--- config.mk ---
export PLATFORM = sky130hd
export DESIGN_NAME = hazard_unit
export DESIGN_NICKNAME = d
export VERILOG_FILES = /design/src/rtl/hazard_unit.sv
export SDC_FILE = /design/constraint.sdc
export NUM_CORES = 1
export LEC_CHECK = 0
export CORE_MARGIN = 2
export CORE_UTILIZATION = 48
export CTS_CLUSTER_DIAMETER = 100
export DETAILED_ROUTE_END_ITERATION = 6
export GPL_ROUTABILITY_DRIVEN = 0
export PLACE_DENSITY = 0.76
export SKIP_LAST_GASP = 1
export SYNTH_ARGS = -nofsm -noshare
export SYNTH_HDL_FRONTEND = slang
export SYNTH_SLANG_ARGS = --single-unit
--- constraint.sdc ---
create_clock -name clk -period 3 [get_ports clk]
set_clock_uncertainty 0.2 [all_clocks]
set_input_delay 0.9 -clock clk [delete_from_list [all_inputs] [get_ports clk]]
set_output_delay 0.9 -clock clk [all_outputs]
set_load 0.02 [all_outputs]
--- src/rtl/hazard_unit.sv ---
// Hazard controller for the 5-stage MIPS core: tracks in-flight producers in
// E/M/W shadow registers, raises stall/bubble, and drives all forwarding selects.
module hazard_unit #(
    parameter int unsigned MULT_CYCLES = 5,
    parameter int unsigned DIV_CYCLES  = 10
) (
    input  logic       clk,
    input  logic       reset,
    input  logic       d_j,
    input  logic       d_r,
    input  logic       d_i,
    input  logic       d_ld,
    input  logic       d_st,
    input  logic       d_jal,
    input  logic       d_md,
    input  logic       d_isdiv,
    input  logic       d_hilo,
    input  logic [4:0] d_rs,
    input  logic [4:0] d_rt,
    input  logic [4:0] d_rd,
    output logic       stall,
    output logic [1:0] fwd_d_rs,
    output logic [1:0] fwd_d_rt,
    output logic [1:0] fwd_e_rs,
    output logic [1:0] fwd_e_rt,
    output logic       fwd_m_rt,
    output logic       md_busy
);

    localparam int unsigned MD_MAX = (MULT_CYCLES > DIV_CYCLES) ? MULT_CYCLES : DIV_CYCLES;
    localparam int unsigned CW     = $clog2(MD_MAX + 1);

    typedef struct packed {
        logic [4:0] rs;
        logic [4:0] rt;
        logic [4:0] dest;
        logic [1:0] tnew;
        logic       md;
    } shadow_t;

    shadow_t       e_q, m_q, w_q, d_ent;
    logic [CW-1:0] md_cnt_q;
    logic          use_rs, use_rt;
    logic [1:0]    tuse_rs, tuse_rt;

    // Producer at stage x is not ready in time for a consumer with this Tuse.
    function automatic logic late(input shadow_t x, input logic [4:0] src, input logic [1:0] tuse);
        return (x.dest == src) && (src != 5'd0) && (tuse < x.tnew);
    endfunction

    function automatic logic ready(input shadow_t x, input logic [4:0] src);
        return (x.dest == src) && (src != 5'd0) && (x.tnew == 2'd0);
    endfunction

    function automatic shadow_t age(input shadow_t x);
        shadow_t y;
        y = x;
        if (x.tnew != 2'd0) begin
            y.tnew = x.tnew - 2'd1;
        end
        return y;
    endfunction

    // D-stage decode: source usage, Tuse, destination and Tnew at E entry.
    always_comb begin
        use_rs  = d_j | d_r | d_i | d_ld | d_st | d_md;
        use_rt  = d_j | d_r | d_st | d_md;
        tuse_rs = d_j ? 2'd0 : 2'd1;
        tuse_rt = d_j ? 2'd0 : (d_st ? 2'd2 : 2'd1);

        d_ent      = '0;
        d_ent.rs   = use_rs ? d_rs : 5'd0;
        d_ent.rt   = use_rt ? d_rt : 5'd0;
        d_ent.md   = d_md;
        if (d_r) begin
            d_ent.dest = d_rd;
        end else if (d_i | d_ld) begin
            d_ent.dest = d_rt;
        end else if (d_jal) begin
            d_ent.dest = d_rd;
        end
        if (d_ld) begin
            d_ent.tnew = 2'd2;
        end else if (d_r | d_i) begin
            d_ent.tnew = 2'd1;
        end
    end

    assign md_busy = (md_cnt_q != CW'(0));

    always_comb begin
        stall = 1'b0;
        if (use_rs && (late(e_q, d_rs, tuse_rs) || late(m_q, d_rs, tuse_rs))) begin
            stall = 1'b1;
        end
        if (use_rt && (late(e_q, d_rt, tuse_rt) || late(m_q, d_rt, tuse_rt))) begin
            stall = 1'b1;
        end
        if ((d_md | d_hilo) && (md_busy || e_q.md)) begin
            stall = 1'b1;
        end
    end

    // Forwarding selects, nearest ready producer wins.
    always_comb begin
        fwd_d_rs = 2'd0;
        fwd_d_rt = 2'd0;
        fwd_e_rs = 2'd0;
        fwd_e_rt = 2'd0;
        if      (ready(e_q, d_rs)) fwd_d_rs = 2'd1;
        else if (ready(m_q, d_rs)) fwd_d_rs = 2'd2;
        else if (ready(w_q, d_rs)) fwd_d_rs = 2'd3;
        if      (ready(e_q, d_rt)) fwd_d_rt = 2'd1;
        else if (ready(m_q, d_rt)) fwd_d_rt = 2'd2;
        else if (ready(w_q, d_rt)) fwd_d_rt = 2'd3;
        if      (ready(m_q, e_q.rs)) fwd_e_rs = 2'd2;
        else if (ready(w_q, e_q.rs)) fwd_e_rs = 2'd3;
        if      (ready(m_q, e_q.rt)) fwd_e_rt = 2'd2;
        else if (ready(w_q, e_q.rt)) fwd_e_rt = 2'd3;
    end

    assign fwd_m_rt = ready(w_q, m_q.rt);

    always_ff @(posedge clk) begin
        if (!reset) begin
            e_q      <= '0;
            m_q      <= '0;
            w_q      <= '0;
            md_cnt_q <= '0;
        end else begin
            e_q <= stall ? '0 : d_ent;
            m_q <= age(e_q);
            w_q <= age(m_q);
            if (!stall && d_md) begin
                md_cnt_q <= d_isdiv ? CW'(DIV_CYCLES) : CW'(MULT_CYCLES);
            end else if (md_busy) begin
                md_cnt_q <= md_cnt_q - CW'(1);
            end
        end
    end

    // Late-stage fields kept for debug visibility only.
    logic unused_bits;
    assign unused_bits = ^{m_q.rs, m_q.md, w_q.rs, w_q.rt, w_q.md};

endmodule
==> results of run 1 <==
area by class of cell:
class / count / area [sq um]
inverters: 7 / 26.3
repair buffers: 94 / 826
clock buffers: 6 / 82.6
flip-flops and latches: 41 / 827
clock inverters: 2 / 13.8
well taps: 54 / 67.6
multi-input cells: 208 / 1460
fillers: 318 / 1360
worst max-delay path by stage:
stage,from,to,slack [ns],cells past startpoint
after floorplan,d_rs[4],stall,-0.17,6
after global placement,d_st,stall,-1.12,8
after detailed placement,d_st,stall,-1.14,8
after CTS,d_j,stall,-0.28,6
after global routing,d_rs[2],stall,-0.35,7
final,d_ld,stall,-0.27,6
worst max-delay path, delay by kind of cell:
kind            cells  cell delay [ns]
compound gates      2             0.47
buf+inv             3             0.75
simple gates        1             0.04
registers in the layout, summed over array words and instances (netlist names):
signal and flops:
md_cnt_q 4, m_q 12, e_q 18, w_q 7
report_power, final:
group | total, mW | internal (mW) | switching (mW)
Sequential | 0.705 | 0.625 | 0.0807
Combinational | 0.854 | 0.425 | 0.429
Clock | 0.384 | 0.186 | 0.198
Total | 1.94 | 1.24 | 0.708
layer usage:
layer	global-route usage, %	up-vias	wire, um
met1	30.3	1074	2690
met2	44.3	94	3380
met3	3.73	23	365
met4	13.0	0	222
li1	-	1092	-
met5	0	-	0
logic make-up after synthesis:
| logic type | share of synthesized area, % |
|---|---|
| compound gates | 9.28 |
| xor+xnor | 19.9 |
| fa+ha+maj | 2.18 |
| buf+inv | 6.11 |
| flops | 35.8 |
| mux | 0.927 |
| simple gates | 25.9 |
cell usage in the layout (no fill, tap or decap), types with 8 or more instances in the layout:
cell type        instances
buf_6                   15
nor2_1                  32
dfxtp_1                 36
nand2_1                 16
a21oi_1                  9
nor3_1                  11
xnor2_1                 22
buf_2                    8
clkdlybuf4s50_1         11
and2_1                  15
buf_4                   52
nor4_1                   9
nand4_1                  8
xor2_1                  27
stage by stage:
| stage | hold WS [ns] | utilization [%] | cells | power [mW] |
|---|---|---|---|---|
| floorplan | 0.244 | - | 282 | 1.22 |
| global placement | 0.262 | 64.3 | 394 | 1.51 |
| detailed placement | 0.266 | 64.3 | 394 | 1.53 |
| CTS | 0.277 | 69.9 | 410 | 1.92 |
| global route | 0.301 | 70.8 | 412 | 2.06 |
| finish | 0.277 | 70.8 | 412 | 1.94 |
repair_timing:
item                                    in CTS  in global routing
pin swaps                                   27                 11
hold endpoints to repair                     0                  0
endpoints found under the setup margin      11                 11
gates resized for setup                    153                 11
buffers inserted                             8                  2
==> results.py, run 1 <==
metrics = {
    "sta": {
        "slew_headroom_pct": 77.7,
        "fin_crit_ns": 3.27,
        "setup_tns_ns": -0.954,
        "rsz0062_at_grt": "yes",
        "worst_pin_slew_ns": 0.332,
        "finalWorstSetupSlack_ns": -0.272,
        "max_freq_ghz": 0.306,
        "period_share_pct": 109,
        "slew_viol_final": 0,
        "setup_viol": 5,
        "hold_viol_final": 0,
    },
    "pwr": {
        "leakagePower_nw": 1.51,
        "ir_worst_vdd_uv": 357,
        "powerDensity_nw_per_um2": 589,
    },
    "yosys": {
        "ys_async_sr_fraction_pct": 0,
        "synth.cell_area_sq_um": 2290,
        "ys_seq_area_share_pct": 35.8,
        "synth-seq-cells": 41,
        "avgSynthCellArea_sq_um": 8.13,
        "ys_types": 35,
        "synthCells": 282,
        "synth_edf_count": 0,
        "yosysTopAreaCell": "dfxtp_1",
        "synth_warnings": 0,
        "synth_top_area_share_pct": 35.8,
        "synth.area.top_cells": "dfxtp_1 (36%), xor2_1 (11%), xnor2_1 (8.4%)",
        "yosysMostFrequentCell": "dfxtp_1",
        "netlist_top_cells_count": "dfxtp_1 (41), nor2_1 (34), xor2_1 (30)",
        "syn_nets": 312,
        "ys.flop_type": "dfxtp_1",
    },
    "global_route": {
        "grt_first_pass_wirelength_um": 10400,
        "grt_pass1_vias": 2292,
        "grt-ovfl-total": 0,
        "grt.total_usage_pct": 25.5,
        "antenna_found_initial": 0,
        "grt_max_degree": 22,
    },
    "clock_network": {
        "cts_root_buffer": "clkbuf_8",
        "holdBufCountCts": 0,
        "clockBufferDepth": 2,
        "numCtsBuffers": 5,
        "cts.sinks": 41,
        "path_clk_slew_ns": 0.08,
        "clock_latency_ns": 0.30,
        "cts_max_level": 2,
        "cts_tree": "yes",
    },
    "floorplan": {
        "die_x_um": 73.1,
        "fp.dieH_um": 73.1,
        "ios": 37,
        "core_sq_um": 4660,
        "die_area_sq_um": 5350,
        "start_util_pct": 49.2,
        "num_rows": 25,
    },
    "worst_hold_path": {
        "worstHoldPathType": "flip-flop to flip-flop",
        "holdPathEnd": "m_q[1]$_SDFF_PN0_",
        "whs_path_depth": 2,
        "min_from": "e_q[2]$_SDFF_PP0_",
    },
    "place": {
        "post-place-ws_ns": -1.14,
        "numPortBuffers": 36,
        "placed_cell_area_sq_um": 3000,
        "dp_hpwl_um": 4400,
    },
    "cells_and_area": {
        "layout.nets": 387,
        "antennaDiodeCount": 0,
        "area_delta_synth_final_pct": 44.0,
        "layout-drive-gt1-share_pct": 33.2,
        "postLayoutCellArea_sq_um": 3300,
    },
    "worst_setup_path": {
        "reg2reg_slack_ns": 0.71,
        "critPathKind": "input port to output port",
        "crit_path_end_kind": "output port",
        "crit_arrival_ns": 2.17,
        "r2r-end": "e_q[13]$_SDFF_PP0_",
        "max_stage_delay_ns": 0.50,
        "cp_slowest_cell": "clkdlybuf4s50_1",
        "critPathMaxFanout": 3,
        "r2r_cells": 10,
        "crit_chain": "clkdlybuf4s50_1 > buf_4 > nor3_4 > o311ai_2 > a21o_1 > buf_6",
        "reg2reg_from": "e_q[7]$_SDFF_PP0_",
        "crit_required_ns": 1.90,
        "worst_setup_path_start_kind": "input port",
    },
    "detailed_routing": {
        "route.detailed.drc": 0,
        "num_vias": 2283,
        "routedWlPerCell_um": 16.2,
        "wirelength_um": 6650,
        "ant_nets": 0,
        "drtIter0Drc": 132,
        "vias_per_cell": 5.54,
        "first_pass_iters": 4,
    },
    "run_status": {
        "violations": "negative setup slack",
        "status": "finished with violations",
    },
    "run": {
        "maxCapViolCount": 0,
    },
}
Power figures use the tool's default switching activity.
==> run 2, diff against run 1 <==
Settings changed: SLEW_MARGIN set to 10.
==> results of run 2 <==
Final layout, timing and power as in run 1 (identical DEF).
